File: config.mk
export PLATFORM = sky130hd
export DESIGN_NAME = pipeline_ctrl
export DESIGN_NICKNAME = d
export VERILOG_FILES = /design/src/rtl/cpu_pkg.sv /design/src/rtl/hazard_detect.sv /design/src/rtl/pipeline_ctrl.sv
export SDC_FILE = /design/constraint.sdc
export NUM_CORES = 1
export LEC_CHECK = 0
export CORE_UTILIZATION = 38
export DETAILED_ROUTE_END_ITERATION = 6
export GPL_TIMING_DRIVEN = 0
export PLACE_DENSITY_LB_ADDON = 0.1
export RECOVER_POWER = 50
export SLEW_MARGIN = 0
export SYNTH_ARGS = -nofsm -noshare
export SYNTH_HDL_FRONTEND = slang
export SYNTH_SLANG_ARGS = --single-unit
File: constraint.sdc
create_clock -name clk -period 2.2 [get_ports clk]
set_clock_uncertainty 0.05 [all_clocks]
set_input_delay 0.44 -clock clk [delete_from_list [all_inputs] [get_ports clk]]
set_output_delay 0.44 -clock clk [all_outputs]
set_load 0.05 [all_outputs]
File: src/rtl/cpu_pkg.sv
// ---------------------------------------------------------------------------
// cpu_pkg
// Items shared by the CPU control blocks.
//   REG_AW_DEF    : default register-address width
//   pctrl_state_t : lifecycle states of pipeline_ctrl
// ---------------------------------------------------------------------------
package cpu_pkg;

  localparam int unsigned REG_AW_DEF = 5;

  typedef enum logic [1:0] {
    PC_IDLE  = 2'd0,
    PC_RUN   = 2'd1,
    PC_DRAIN = 2'd2,
    PC_DONE  = 2'd3
  } pctrl_state_t;

endpackage

File: src/rtl/hazard_detect.sv
// ---------------------------------------------------------------------------
// hazard_detect
// Purely combinational load-use compare. The forwarding unit can reuse it.
// The result is raw: the caller decides in which states it is allowed to
// stall.
//   idex_mem_read_i : ID/EX instruction is a load
//   idex_rd_i       : destination register of the ID/EX instruction
//   ifid_rs_i       : rs of the IF/ID instruction
//   ifid_rt_i       : rt of the IF/ID instruction
//   ifid_uses_rt_i  : IF/ID instruction actually reads rt
//   stall_raw_o     : load-use hazard present
// ---------------------------------------------------------------------------
module hazard_detect #(
  parameter int unsigned REG_AW = 5
) (
  input  logic              idex_mem_read_i,
  input  logic [REG_AW-1:0] idex_rd_i,
  input  logic [REG_AW-1:0] ifid_rs_i,
  input  logic [REG_AW-1:0] ifid_rt_i,
  input  logic              ifid_uses_rt_i,
  output logic              stall_raw_o
);

  logic rs_match;
  logic rt_match;

  assign rs_match = (idex_rd_i == ifid_rs_i);
  // An rt compare only matters when the instruction really reads rt.
  assign rt_match = ifid_uses_rt_i && (idex_rd_i == ifid_rt_i);

  // Register 0 is hardwired to zero, so a load into it never creates a hazard.
  assign stall_raw_o = idex_mem_read_i && (idex_rd_i != '0) && (rs_match || rt_match);

endmodule

File: src/rtl/pipeline_ctrl.sv
// ---------------------------------------------------------------------------
// pipeline_ctrl
// Sequencing controller for the 5-stage CPU. It runs the IDLE/RUN/DRAIN/DONE
// lifecycle and inserts one bubble per load-use hazard. It flushes IF/ID and
// ID/EX on a taken branch and drains the pipe after HALT.
//
// Optional feature: define PIPELINE_CTRL_PERF_CNT_EN to add the saturating
// cycle_cnt / stall_cnt performance counters and their ports.
//
// Ports
//   clk, rst               : clock (rising edge), async active-low reset
//   start                  : start request, honoured in IDLE/DONE only
//   idex_mem_read, idex_rd : load in ID/EX and its destination
//   ifid_rs, ifid_rt,
//   ifid_uses_rt           : sources of the IF/ID instruction
//   id_halt                : IF/ID instruction is HALT
//   exmem_branch_taken     : branch in EX/MEM resolved taken
//   pc_en, ifid_en         : PC / IF/ID write enables (Mealy)
//   ifid_flush, idex_flush : synchronous clears to NOP (Mealy)
//   busy, done             : RUN|DRAIN / DONE, decoded from state (Moore)
//   dbg_state              : current FSM state, for observation
//   stall_cnt, cycle_cnt   : perf counters (PIPELINE_CTRL_PERF_CNT_EN only)
//
// Handshake: there is no valid/ready pair. start is a level that is sampled
// at every rising edge while the state is IDLE or DONE and ignored otherwise.
// ---------------------------------------------------------------------------
module pipeline_ctrl
  import cpu_pkg::*;
#(
  parameter int unsigned REG_AW       = REG_AW_DEF,
  parameter int unsigned DRAIN_CYCLES = 4,
  parameter int unsigned CNT_W        = 16
) (
  input  logic              clk,
  input  logic              rst,
  input  logic              start,
  input  logic              idex_mem_read,
  input  logic [REG_AW-1:0] idex_rd,
  input  logic [REG_AW-1:0] ifid_rs,
  input  logic [REG_AW-1:0] ifid_rt,
  input  logic              ifid_uses_rt,
  input  logic              id_halt,
  input  logic              exmem_branch_taken,
  output logic              pc_en,
  output logic              ifid_en,
  output logic              ifid_flush,
  output logic              idex_flush,
  output logic              busy,
  output logic              done,
  output pctrl_state_t      dbg_state
`ifdef PIPELINE_CTRL_PERF_CNT_EN
  ,
  output logic [CNT_W-1:0]  stall_cnt,
  output logic [CNT_W-1:0]  cycle_cnt
`endif
);

  localparam int unsigned DW = $clog2(DRAIN_CYCLES + 1);
  localparam logic [DW-1:0] DRAIN_LOAD = DW'(DRAIN_CYCLES - 1);

  pctrl_state_t  state_q, state_d;
  logic [DW-1:0] drain_q, drain_d;

  logic stall_raw;
  logic stall;
  logic branch;
  logic in_run;
  logic in_drain;
  logic start_run;

  hazard_detect #(
    .REG_AW (REG_AW)
  ) u_hazard_detect (
    .idex_mem_read_i (idex_mem_read),
    .idex_rd_i       (idex_rd),
    .ifid_rs_i       (ifid_rs),
    .ifid_rt_i       (ifid_rt),
    .ifid_uses_rt_i  (ifid_uses_rt),
    .stall_raw_o     (stall_raw)
  );

  assign in_run    = (state_q == PC_RUN);
  assign in_drain  = (state_q == PC_DRAIN);
  assign branch    = exmem_branch_taken;
  assign stall     = in_run && stall_raw;
  assign start_run = ((state_q == PC_IDLE) || (state_q == PC_DONE)) && start;

  // Next-state logic. A taken branch wins over stall and HALT. A HALT that
  // shares a cycle with a branch is on the wrong path and gets flushed.
  always_comb begin
    state_d = state_q;
    drain_d = drain_q;
    unique case (state_q)
      PC_IDLE, PC_DONE: begin
        if (start) state_d = PC_RUN;
      end
      PC_RUN: begin
        if (!branch && !stall_raw && id_halt) begin
          state_d = PC_DRAIN;
          drain_d = DRAIN_LOAD;
        end
      end
      PC_DRAIN: begin
        // The branch is older than HALT, so the program continues.
        if (branch) begin
          state_d = PC_RUN;
        end else if (drain_q == '0) begin
          state_d = PC_DONE;
        end else begin
          drain_d = drain_q - 1'b1;
        end
      end
      default: state_d = PC_IDLE;
    endcase
  end

  always_ff @(posedge clk or negedge rst) begin
    if (!rst) begin
      state_q <= PC_IDLE;
      drain_q <= '0;
    end else begin
      state_q <= state_d;
      drain_q <= drain_d;
    end
  end

  // Mealy enables and flushes. Stall and flush act at the same edge they
  // are detected.
  always_comb begin
    pc_en      = 1'b0;
    ifid_en    = 1'b0;
    ifid_flush = 1'b0;
    idex_flush = 1'b0;
    if (in_run || in_drain) begin
      if (branch) begin
        pc_en      = 1'b1;
        ifid_en    = 1'b1;
        ifid_flush = 1'b1;
        idex_flush = 1'b1;
      end else if (in_drain) begin
        // Fetch is frozen and the instruction behind HALT is squashed.
        ifid_flush = 1'b1;
      end else if (stall) begin
        // Hold PC and IF/ID and send one bubble down to EX.
        idex_flush = 1'b1;
      end else begin
        pc_en   = 1'b1;
        ifid_en = 1'b1;
      end
    end
  end

  assign busy      = in_run || in_drain;
  assign done      = (state_q == PC_DONE);
  assign dbg_state = state_q;

`ifdef PIPELINE_CTRL_PERF_CNT_EN
  logic [CNT_W-1:0] cycle_q;
  logic [CNT_W-1:0] stall_q;

  // Saturating counters. They restart on every new run.
  always_ff @(posedge clk or negedge rst) begin
    if (!rst) begin
      cycle_q <= '0;
      stall_q <= '0;
    end else if (start_run) begin
      cycle_q <= '0;
      stall_q <= '0;
    end else begin
      if (busy && (cycle_q != '1)) cycle_q <= cycle_q + 1'b1;
      if (stall && (stall_q != '1)) stall_q <= stall_q + 1'b1;
    end
  end

  assign cycle_cnt = cycle_q;
  assign stall_cnt = stall_q;
`else
  logic unused_start_run;
  assign unused_start_run = start_run;
`endif

endmodule
# After elaboration in Yosys (flattened, before gate mapping)
# Index checks and enable logic that the tools add are counted.
[word_totals]
reg_bits = 5
inputBits = 22
[classes]
n_mux = 20
n_reduce_logical = 17
eq_ne = 10
addsub = 1
[ops]
columns = ["operator", "count"]
rows = [
  ["1-bit 2-to-1 mux", 11],
  ["5-bit equality test", 2],
  ["3-bit 2-to-1 mux", 3],
  ["2-bit 2-to-1 mux", 4],
  ["1-bit logical AND", 6],
  ["2-bit != test (second input constant)", 3],
  ["2-bit one-hot mux with 3 select lines", 1],
  ["3-bit one-hot mux with 2 select lines", 1],
  ["5-bit nonzero test", 1],
  ["2-bit equality test (second input constant)", 2],
  ["4-bit AND reduction", 1],
  ["3-bit logical NOT", 1],
  ["3-bit by 2-bit != test with 1-bit output (second input constant)", 1],
  ["3-bit AND reduction", 1],
  ["3-bit by 1-bit subtractor with 3-bit output (second input constant)", 1],
  ["2-bit by 1-bit equality test with 1-bit output (second input constant)", 1],
  ["1-bit logical NOT", 2],
  ["2-bit logical NOT", 1],
  ["1-bit logical OR", 2],
  ["2-bit by 1-bit != test with 1-bit output (second input constant)", 1],
  ["2-bit nonzero test", 1],
  ["2-bit OR reduction", 1],
]

# Longest topological paths before layout
# Gate-level depths: netlist of run 1.
[depth]
ltp_word = 9
ltp_mapped = 7

# Cells and area by module
# A second synthesis of run 1 with hierarchy kept.
[unflattened]
hier_cells = 65
area_unflattened_um2 = 560.5
[by_module_without_submodules]
columns = ["mod", "area_each_um2", "n_inst", "cells_per_inst"]
rows = [
  ["pipeline_ctrl", 427.9, 1, 48],
  ["hazard_detect", 132.6, 1, 17],
]

# Worst setup path after synthesis of run 1
# Ideal clock, no wire load.
[synth_path]
path_type = "register -> output"
from = "register state_q[1], in the netlist dbg_state[1]"
to = "output port pc_en"
t_arrival_ns = 2.922
setup_slack_ns = -1.212
required_time_ns = 1.710
stages_incl_launch_ff = 8
path_buffers = 1
cell_sequence = "dfrtp_1 inv_1 ha_1 o311a_1 inv_1 nor2_1 o31ai_1 buf_4"
[synth_between]
elab_chain_len = 6
elab_cells_between_ends = 8
classes_between = "eq/ne: 2; mux: 4; reduce/logical: 2"
[synth_rtl]
columns = ["element", "line_no", "text"]
rows = [
  ["start, declared", "pipeline_ctrl.sv:61", "pctrl_state_t state_q, state_d;"],
  ["start signal, assigned", "pipeline_ctrl.sv:122", "state_q <= state_d;"],
  ["2-bit by 1-bit equality test with 1-bit output", "pipeline_ctrl.sv:82", "assign in_run = (state_q == PC_RUN);"],
  ["1-bit logical AND", "pipeline_ctrl.sv:85", "assign stall = in_run && stall_raw;"],
  ["1-bit 2-to-1 mux (3 in a row)", "n/a", ""],
  ["1-bit 2-to-1 mux *", "n/a", ""],
  ["end, declared", "pipeline_ctrl.sv:44", "output logic pc_en,"],
]
# Mark *: on every way between the ends. The rest lies on a longest branch, timed or not.

# Final worst setup path of run 1
[layout_path]
from = "input port idex_rd[3]"
to = "output port pc_en"
[layout_between]
elab_chain_len = 9
elab_cells_between_ends = 12
classes_between = "eq/ne: 2; mux: 4; reduce/logical: 6"
[layout_rtl]
columns = ["element", "line_no", "text"]
rows = [
  ["start, declared", "pipeline_ctrl.sv:38", "input logic [REG_AW-1:0] idex_rd,"],
  ["5-bit equality test", "hazard_detect.sv:29", "assign rt_match = ifid_uses_rt_i && (idex_rd_i == ifid_rt_i);"],
  ["1-bit logical AND", "hazard_detect.sv:29", ""],
  ["1-bit logical OR", "hazard_detect.sv:32", "assign stall_raw_o = idex_mem_read_i && (idex_rd_i != '0) && (rs_match || rt_match);"],
  ["1-bit logical AND *", "hazard_detect.sv:32", ""],
  ["1-bit logical AND *", "pipeline_ctrl.sv:85", ""],
  ["1-bit 2-to-1 mux *", "pipeline_ctrl.sv:143", "end else if (stall) begin"],
  ["1-bit 2-to-1 mux *", "pipeline_ctrl.sv:140", "end else if (in_drain) begin"],
  ["1-bit 2-to-1 mux *", "pipeline_ctrl.sv:135", "if (branch) begin"],
  ["1-bit 2-to-1 mux *", "pipeline_ctrl.sv:134", "if (in_run || in_drain) begin"],
]
# Marks and branches as above.

==> run_summary.xml, run 1 <==
<?xml version="1.0" encoding="UTF-8"?>
<metrics>
  <group name="placed_design">
    <metric name="setup_slack_at_placement" unit="ns">-1.22</metric>
    <metric name="place.detailed.hpwl" unit="um">1120</metric>
    <metric name="placed_cells_incl_taps" unit="">107</metric>
    <metric name="port-buffer-count" unit="">29</metric>
    <metric name="gp_congestion" unit="">0.699</metric>
  </group>
  <group name="finish">
    <metric name="antennaDiodeCount" unit="">0</metric>
    <metric name="finish.cell_count_without_fillers" unit="">123</metric>
    <metric name="layout-drive-gt1-share" unit="">0.472</metric>
    <metric name="regArea" unit="um^2">128</metric>
    <metric name="num-fill-cells" unit="">87</metric>
    <metric name="multiInputGateArea" unit="um^2">503</metric>
    <metric name="syn2layout_area_growth" unit="%">94.2</metric>
    <metric name="layout.nets" unit="">137</metric>
  </group>
  <group name="worst_setup_path">
    <metric name="critical-path-slowest-cell" unit="">o311a_4</metric>
    <metric name="cp_slowest_stage_delay" unit="ns">0.38</metric>
    <metric name="regToRegStartpoint" unit="">dbg_state[0]</metric>
    <metric name="timing.setup.critical_path_class" unit="">in2out</metric>
    <metric name="timing.critical_path.cells" unit="">buf_8 &gt; or3_4 &gt; o311a_4 &gt; inv_4 &gt; nor2_4 &gt; o31ai_4 &gt; buf_6 &gt; buf_8</metric>
    <metric name="cp.buffers_inverters" unit="">4</metric>
    <metric name="worst-endpoint-arrival" unit="ns">1.85</metric>
    <metric name="cp_common_cell" unit="">buf_8</metric>
    <metric name="cp_data_required_time" unit="ns">1.71</metric>
    <metric name="critical-path-top-delay-family" unit="">compound AO/OA/AOI/OAI gates</metric>
    <metric name="cp_max_fo" unit="">2</metric>
    <metric name="crit_path_start" unit="">idex_rd[3]</metric>
    <metric name="end_kind" unit="">output pin</metric>
    <metric name="category_of_the_worst_setup_path_launch_point" unit="">input pin</metric>
  </group>
  <group name="yosys">
    <metric name="syn-mean-instance-area" unit="um^2">8.90</metric>
    <metric name="synth_enable_flop_cells" unit="">0</metric>
    <metric name="netlist_top_cells_count" unit="">xnor2_1, inv_1, nand2_1</metric>
    <metric name="postSynthCellCount" unit="">63</metric>
    <metric name="asyncSetResetFlopFracSynth" unit="">1.00</metric>
    <metric name="netlist.area_leader.share" unit="">0.223</metric>
    <metric name="biggest_area_contributors_in_the_synthesized_netlist" unit="">dfrtp_1, xnor2_1, ha_1</metric>
    <metric name="netlist_area" unit="um^2">561</metric>
    <metric name="ys_seq_area_frac" unit="">0.223</metric>
    <metric name="yosys.area.top_type" unit="">dfrtp_1</metric>
    <metric name="synth_top_flop_cell" unit="">dfrtp_1</metric>
    <metric name="synthDistinctLibCells" unit="">28</metric>
    <metric name="synth-seq-cells" unit="">5</metric>
    <metric name="mappedNetlistNets" unit="">91</metric>
    <metric name="synth-warning-count" unit="">0</metric>
    <metric name="synthMostInstantiatedCell" unit="">xnor2_1</metric>
  </group>
  <group name="die">
    <metric name="core.rowCount" unit="">13</metric>
    <metric name="floorplan.die.width" unit="um">40.4</metric>
    <metric name="coreArea" unit="um^2">1330</metric>
    <metric name="initial_core_util" unit="">0.420</metric>
    <metric name="die_h" unit="um">40.4</metric>
    <metric name="design.portCount" unit="">30</metric>
    <metric name="die_area" unit="um^2">1630</metric>
  </group>
  <group name="timing">
    <metric name="timing.final.max_slew_violations" unit="">0</metric>
    <metric name="report.final.hold_viol_count" unit="">0</metric>
    <metric name="unrepaired_setup_endpoints_after_global_routing" unit="">yes</metric>
    <metric name="worst_slew_pin_slew" unit="ns">0.509</metric>
    <metric name="timing.final.ws_setup" unit="ns">-0.135</metric>
    <metric name="maxClockFrequency" unit="MHz">428</metric>
    <metric name="setup_violators_final" unit="">5</metric>
    <metric name="share_of_the_clock_period_used_by_the_worst_path" unit="">1.06</metric>
    <metric name="fin_crit" unit="ns">2.34</metric>
    <metric name="relSlewSlack" unit="">0.660</metric>
    <metric name="final.setup.tns" unit="ns">-0.401</metric>
    <metric name="hold_slack" unit="ns">0.443</metric>
  </group>
  <group name="drt">
    <metric name="drtPass1Iterations" unit="">4</metric>
    <metric name="drc" unit="">0</metric>
    <metric name="ant_nets" unit="">0</metric>
    <metric name="detail_route.vias_per_cell" unit="">5.15</metric>
    <metric name="detailedRoute.firstIterationViolations" unit="">9</metric>
    <metric name="drt-wirelength-per-cell" unit="um">13.3</metric>
    <metric name="detail_route.wirelength" unit="um">1630</metric>
    <metric name="routed_vias" unit="">634</metric>
  </group>
  <group name="job">
    <metric name="cap_violations" unit="">0</metric>
  </group>
  <group name="grt">
    <metric name="grt_overflow" unit="">0</metric>
    <metric name="all_layer_gr_usage" unit="">0.225</metric>
    <metric name="wire_length_of_the_first_global_routing_pass" unit="um">2400</metric>
    <metric name="busiest_layer" unit="">met2</metric>
    <metric name="grt.met2_usage" unit="">0.373</metric>
    <metric name="grtUsageMet3" unit="">0.0500</metric>
    <metric name="first_global_vias" unit="">615</metric>
    <metric name="grt_start_max_net_pins" unit="">11</metric>
    <metric name="grt_antenna_before_repair" unit="">0</metric>
    <metric name="use_met1" unit="">0.233</metric>
  </group>
  <group name="power_and_ir_drop">
    <metric name="total_leakage_power" unit="nW">0.494</metric>
    <metric name="peakVddDrop" unit="uV">1100</metric>
    <metric name="power-per-cell-area" unit="nW/um^2">1310</metric>
    <metric name="finalPower" unit="mW">1.42</metric>
  </group>
  <group name="clock_tree">
    <metric name="cts_sinks" unit="">5</metric>
    <metric name="insertion_delay" unit="ns">0.23</metric>
    <metric name="cts_htree_levels" unit="">1</metric>
    <metric name="ctsRootBufferMaster" unit="">clkbuf_4</metric>
    <metric name="clock_tree_from_tritoncts" unit="">built</metric>
    <metric name="clockBufferDepth" unit="">2</metric>
    <metric name="clkTransAtPathRegs" unit="ns">0.04</metric>
    <metric name="cts_buffers" unit="">3</metric>
  </group>
  <group name="run_status">
    <metric name="status" unit="">finished, violations left</metric>
    <metric name="failing_checks" unit="">negative setup slack</metric>
  </group>
  <group name="hold_path">
    <metric name="worst_min_delay_path_category" unit="">in2async</metric>
  </group>
</metrics>
## cells in the final DEF, fill, tap and decap left out, drive strengths merged
cell           count
buf               22
xnor2             10
clkdlybuf4s15      8
nand2              7
clkdlybuf4s50      6
inv                6
ha                 6
clkbuf             6
dfrtp              5
dlygate4sd2        4
mux2i              3
nor2               3
mux2               2
clkinvlp           1
nand3              1
nand4              1
o22a               1
or3                1
o311a              1
o41ai              1
o31ai              1
o22ai              1
a311o              1
a21oi              1
nor2b              1
nand2b             1
a22oi              1
o221a              1
o21ai              1
nand3b             1
a2111o             1
o211ai             1
dlygate4sd3        1
## cell type report
type	count	area share
Multi-Input combinational cell	49	0.462
Inverter	7	0.0299
Sequential cell	5	0.117
Timing Repair Buffer	41	0.334
Clock buffer	4	0.0241
Tap cell	15	0.0172
Buffer	2	0.0149
## per-layer routing
layer  share of wire  vias to the layer above
met3           0.058                        6
li1                -                      314
met4           0.027                        0
met1            0.41                      292
met5               0                        -
met2            0.50                       22
## worst paths after layout
kind | to | slack [ns] | depth (start not counted)
setup / recovery | pc_en | -0.14 | 8
hold / removal | drain_q[0] | 0.44 | 1
setup reg to reg | drain_q[0] | 0.04 | 7
hold reg to reg | drain_q[1] | 0.46 | 1
max in group asynchronous | dbg_state[0] | 1.45 | 1
min in group clk | drain_q[1] | 0.46 | 1
## logic make-up (layout without fill, tap and decap cells)
group,after synthesis,in the layout,synth area share
xor gates and xnor gates,10,10,0.156
and+or+nand+nor,16,16,0.134
adders and majority gates,6,6,0.134
muxes,5,5,0.0937
buffers and inverters,9,54,0.0670
DFF,5,5,0.223
AOI/OAI and AO/OA,12,12,0.192
## power by group
group          total (mW)  leakage (nW)  switching (mW)  internal (mW)
clock               0.101        0.0150          0.0329         0.0683
combinational        1.15         0.425           0.680          0.472
sequential          0.168        0.0538          0.0379          0.130
total                1.42         0.494           0.750          0.670
## what timing repair did
action | in CTS | in global routing
hold buffers | 0 | 0
buffers inserted | 12 | 0
endpoints found under the setup margin | 5 | 8
gates resized for setup | 80 | 4
pin swaps | 19 | 3
## flip-flops by register name, indices dropped and copies added (netlist names)
register / cells
dbg_state: 2
drain_q: 3
## metrics by stage
step | utilization | instance area (um^2)
after floorplan | - | 646
after global placement | 0.716 | 955
after detailed placement | 0.716 | 955
after CTS | 0.813 | 1080
after global routing | 0.816 | 1090
final | 0.816 | 1090
Note: power is estimated with default switching activity, not from simulation.
==> inputs of run 2 (changes only) <==
--- a/config.mk
+++ b/config.mk
@@ -6,6 +6,7 @@
 export NUM_CORES = 1
 export LEC_CHECK = 0
 export CORE_UTILIZATION = 38
+export CTS_CLUSTER_DIAMETER = 50
 export DETAILED_ROUTE_END_ITERATION = 6
 export GPL_TIMING_DRIVEN = 0
 export PLACE_DENSITY_LB_ADDON = 0.1
==> results of run 2 <==
Same layout as run 1: the final DEF is identical, and so are final timing and power.
==> inputs of run 3 (changes only) <==
--- a/config.mk
+++ b/config.mk
@@ -5,7 +5,7 @@
 export SDC_FILE = /design/constraint.sdc
 export NUM_CORES = 1
 export LEC_CHECK = 0
-export CORE_UTILIZATION = 38
+export CORE_UTILIZATION = 41
 export CTS_CLUSTER_DIAMETER = 50
 export DETAILED_ROUTE_END_ITERATION = 6
 export GPL_TIMING_DRIVEN = 0
@@ -15,3 +15,4 @@
 export SYNTH_ARGS = -nofsm -noshare
 export SYNTH_HDL_FRONTEND = slang
 export SYNTH_SLANG_ARGS = --single-unit
+export TNS_END_PERCENT = 20
==> constraint.sdc (replaced) <==
create_clock -name clk -period 2.7 [get_ports clk]
set_clock_uncertainty 0.05 [all_clocks]
set_input_delay 0.54 -clock clk [delete_from_list [all_inputs] [get_ports clk]]
set_output_delay 0.54 -clock clk [all_outputs]
set_load 0.05 [all_outputs]
==> run 3 against run 2 <==
  * The run now ends clean
  * Count of clock-buffer cells in the layout is the same
  * Wire length decreased by 13%
  * Worst hold slack improved by 0.020 ns
  * Die area down 7.0%
  * Global-route usage shrank 0.053 points
  * Largest cell class unchanged
  * Worst setup slack better by 0.19 ns
  * Sequential share of layout area grew 1.7 points
  * Via count down 12%
  * Highest routed layer unchanged
  * Final area is 14% lower
  * Register-to-register slack improved by 0.57 ns
==> run_summary.xml, run 3 (synthesis results as in run 1) <==
<?xml version="1.0" encoding="UTF-8"?>
<metrics>
  <group name="run_status">
    <metric name="status" unit="">finished clean</metric>
  </group>
  <group name="clock_tree">
    <metric name="cts_buffers" unit="">3</metric>
    <metric name="cts_sinks" unit="">5</metric>
    <metric name="ctsRootBufferMaster" unit="">clkbuf_4</metric>
    <metric name="insertion_delay" unit="ns">0.25</metric>
    <metric name="clock_tree_from_tritoncts" unit="">built</metric>
    <metric name="cts_htree_levels" unit="">1</metric>
    <metric name="clkTransAtPathRegs" unit="ns">0.05</metric>
    <metric name="clockBufferDepth" unit="">2</metric>
    <metric name="cts_hold_buf" unit="">0</metric>
  </group>
  <group name="power_and_ir_drop">
    <metric name="power.net_switching" unit="mW">0.553</metric>
    <metric name="pwr-share-clk" unit="">0.089</metric>
    <metric name="peakVddDrop" unit="uV">671</metric>
    <metric name="power.combinational.fraction" unit="">0.783</metric>
    <metric name="power.sequential.fraction" unit="">0.127</metric>
    <metric name="power-per-cell-area" unit="nW/um^2">1100</metric>
    <metric name="internal_power" unit="mW">0.472</metric>
    <metric name="netSwitchingFraction" unit="">0.539</metric>
    <metric name="total_leakage_power" unit="nW">0.416</metric>
  </group>
  <group name="die">
    <metric name="core.rowCount" unit="">12</metric>
    <metric name="initial_core_util" unit="">0.473</metric>
    <metric name="coreArea" unit="um^2">1190</metric>
    <metric name="die_area" unit="um^2">1520</metric>
    <metric name="floorplan.die.width" unit="um">39.0</metric>
    <metric name="design.portCount" unit="">30</metric>
    <metric name="die_h" unit="um">39.0</metric>
  </group>
  <group name="finish">
    <metric name="num-fill-cells" unit="">99</metric>
    <metric name="layout-drive-gt1-share" unit="">0.224</metric>
    <metric name="syn2layout_area_growth" unit="%">66.1</metric>
    <metric name="final_cell_mix" unit="">clkdlybuf4s50_1, xnor2_1, nand2_1</metric>
    <metric name="largest_register" unit="">drain_q</metric>
    <metric name="regArea" unit="um^2">125</metric>
    <metric name="layout.nets" unit="">127</metric>
    <metric name="antennaDiodeCount" unit="">0</metric>
    <metric name="finish.cell_count_without_fillers" unit="">112</metric>
    <metric name="final_common_cell" unit="">clkdlybuf4s50_1</metric>
    <metric name="multiInputGateArea" unit="um^2">429</metric>
    <metric name="largest_reg_flops" unit="">3</metric>
    <metric name="postLayoutCoreUtil" unit="">0.785</metric>
    <metric name="design_area" unit="um^2">931</metric>
  </group>
  <group name="worst_setup_path">
    <metric name="timing.critical_path.cells" unit="">clkdlybuf4s50_1 &gt; xnor2_1 &gt; nand4_1 &gt; o22a_1 &gt; nor2_2 &gt; o31ai_4 &gt; buf_4 &gt; buf_8</metric>
    <metric name="timing.setup.critical_path_class" unit="">in2out</metric>
    <metric name="cp_slowest_stage_delay" unit="ns">0.49</metric>
    <metric name="setup.worst_path.end" unit="">pc_en</metric>
    <metric name="r2r_end" unit="">drain_q[0]</metric>
    <metric name="category_of_the_worst_setup_path_launch_point" unit="">input pin</metric>
    <metric name="worst-endpoint-arrival" unit="ns">2.06</metric>
    <metric name="worst-r2r-setup-slack" unit="ns">0.61</metric>
    <metric name="cp_data_required_time" unit="ns">2.11</metric>
    <metric name="crit_path_start" unit="">ifid_rt[3]</metric>
    <metric name="cp_max_fo" unit="">3</metric>
    <metric name="regToRegStartpoint" unit="">dbg_state[0]</metric>
    <metric name="end_kind" unit="">output pin</metric>
    <metric name="critical-path-slowest-cell" unit="">clkdlybuf4s50_1</metric>
    <metric name="reg2reg_depth" unit="">7</metric>
  </group>
  <group name="drt">
    <metric name="drc" unit="">0</metric>
    <metric name="detail_route.wirelength" unit="um">1420</metric>
    <metric name="ant_nets" unit="">0</metric>
    <metric name="detailedRoute.firstIterationViolations" unit="">4</metric>
    <metric name="routed_vias" unit="">561</metric>
    <metric name="detail_route.vias_per_cell" unit="">5.01</metric>
    <metric name="drt-wirelength-per-cell" unit="um">12.6</metric>
    <metric name="drtPass1Iterations" unit="">3</metric>
  </group>
  <group name="timing">
    <metric name="fin_crit" unit="ns">2.65</metric>
    <metric name="setup_violators_final" unit="">0</metric>
    <metric name="relSlewSlack" unit="">0.655</metric>
    <metric name="worst_slew_pin_slew" unit="ns">0.516</metric>
    <metric name="report.final.hold_viol_count" unit="">0</metric>
    <metric name="share_of_the_clock_period_used_by_the_worst_path" unit="">0.980</metric>
    <metric name="timing.final.max_slew_violations" unit="">0</metric>
    <metric name="unrepaired_setup_endpoints_after_global_routing" unit="">yes</metric>
    <metric name="maxClockFrequency" unit="MHz">378</metric>
  </group>
  <group name="grt">
    <metric name="all_layer_gr_usage" unit="">0.224</metric>
    <metric name="first_global_vias" unit="">510</metric>
    <metric name="grt_antenna_before_repair" unit="">0</metric>
    <metric name="grt_start_max_net_pins" unit="">11</metric>
    <metric name="wire_length_of_the_first_global_routing_pass" unit="um">2210</metric>
    <metric name="grt_overflow" unit="">0</metric>
  </group>
  <group name="job">
    <metric name="cap_violations" unit="">0</metric>
  </group>
  <group name="placed_design">
    <metric name="gp_congestion" unit="">0.775</metric>
    <metric name="place.detailed.hpwl" unit="um">1160</metric>
    <metric name="port-buffer-count" unit="">29</metric>
    <metric name="placed_cells_incl_taps" unit="">106</metric>
    <metric name="placed_area" unit="um^2">890</metric>
  </group>
  <group name="hold_path">
    <metric name="worst_min_delay_path_category" unit="">reg2reg</metric>
  </group>
</metrics>
## run 3: cell types whose count changed in the layout (fill, tap and decap cells not counted), moves of 3 or more
cell             change
buf_2                -4
buf_4                -8
buf_6                -3
clkdlybuf4s15_1      -6
clkdlybuf4s50_1     +12
## run 3: power by group through the flow
stage	registers, mW	logic (mW)	clock network (mW)
3_5_place_dp	0.131	0.792	0
2_1_floorplan	0.173	0.524	0
6_report	0.131	0.803	0.0913
3_3_place_gp	0.128	0.780	0
4_1_cts	0.129	0.808	0.0952
5_1_grt	0.135	0.856	0.0957
## run 3: worst min-delay path by stage
stage / slack [ns] / from / cells after the start / to
floorplan: 0.19 / rst / 0 / dbg_state[0]
global placement: 0.45 / drain_q[1] / 1 / drain_q[1]
detailed placement: 0.45 / drain_q[1] / 1 / drain_q[1]
CTS: 0.45 / rst / 1 / dbg_state[1]
global route: 0.48 / drain_q[1] / 1 / drain_q[1]
finish: 0.46 / drain_q[1] / 1 / drain_q[1]
## run 3: area by class of cell
| cell class | instances | share of cell area |
|---|---|---|
| flip-flops and latches | 5 | 0.134 |
| multi-input cells | 49 | 0.461 |
| clock buffers | 4 | 0.0282 |
| well taps | 14 | 0.0188 |
| inverters | 7 | 0.0282 |
| plain buffers | 2 | 0.0134 |
| repair buffers | 31 | 0.316 |
## run 3: per-layer routing
metal / track usage / part of all wire
met2: 0.388 / 0.50
met3: 0.0347 / 0.032
met4: 0.103 / 0.016
met5: 0 / 0
met1: 0.267 / 0.45
## run 3: what timing repair did
action / 4_1_cts / 5_1_grt
resized for setup: 31 / 7
cloned: 0 / 0
endpoints found under the setup margin: 4 / 5
buffers inserted: 1 / 1
pin swaps: 2 / 4
## run 3: through the flow
stage / worst slack [ns] / TNS [ns] / power, mW / hold slack (ns)
2_1_floorplan: -0.167 / -0.292 / 0.696 / 0.194
3_3_place_gp: -0.908 / -2.34 / 0.909 / 0.447
3_5_place_dp: -0.919 / -2.42 / 0.922 / 0.454
4_1_cts: 0.00882 / 0 / 1.03 / 0.455
5_1_grt: -0.0408 / -0.0594 / 1.09 / 0.478
6_report: 0.0532 / 0 / 1.02 / 0.462
## run 3: critical path, delay by kind of cell
kind	cells	cell delay (ns)
buf+inv	3	0.77
compound gates	2	0.33
simple gates	2	0.29
xor+xnor	1	0.13
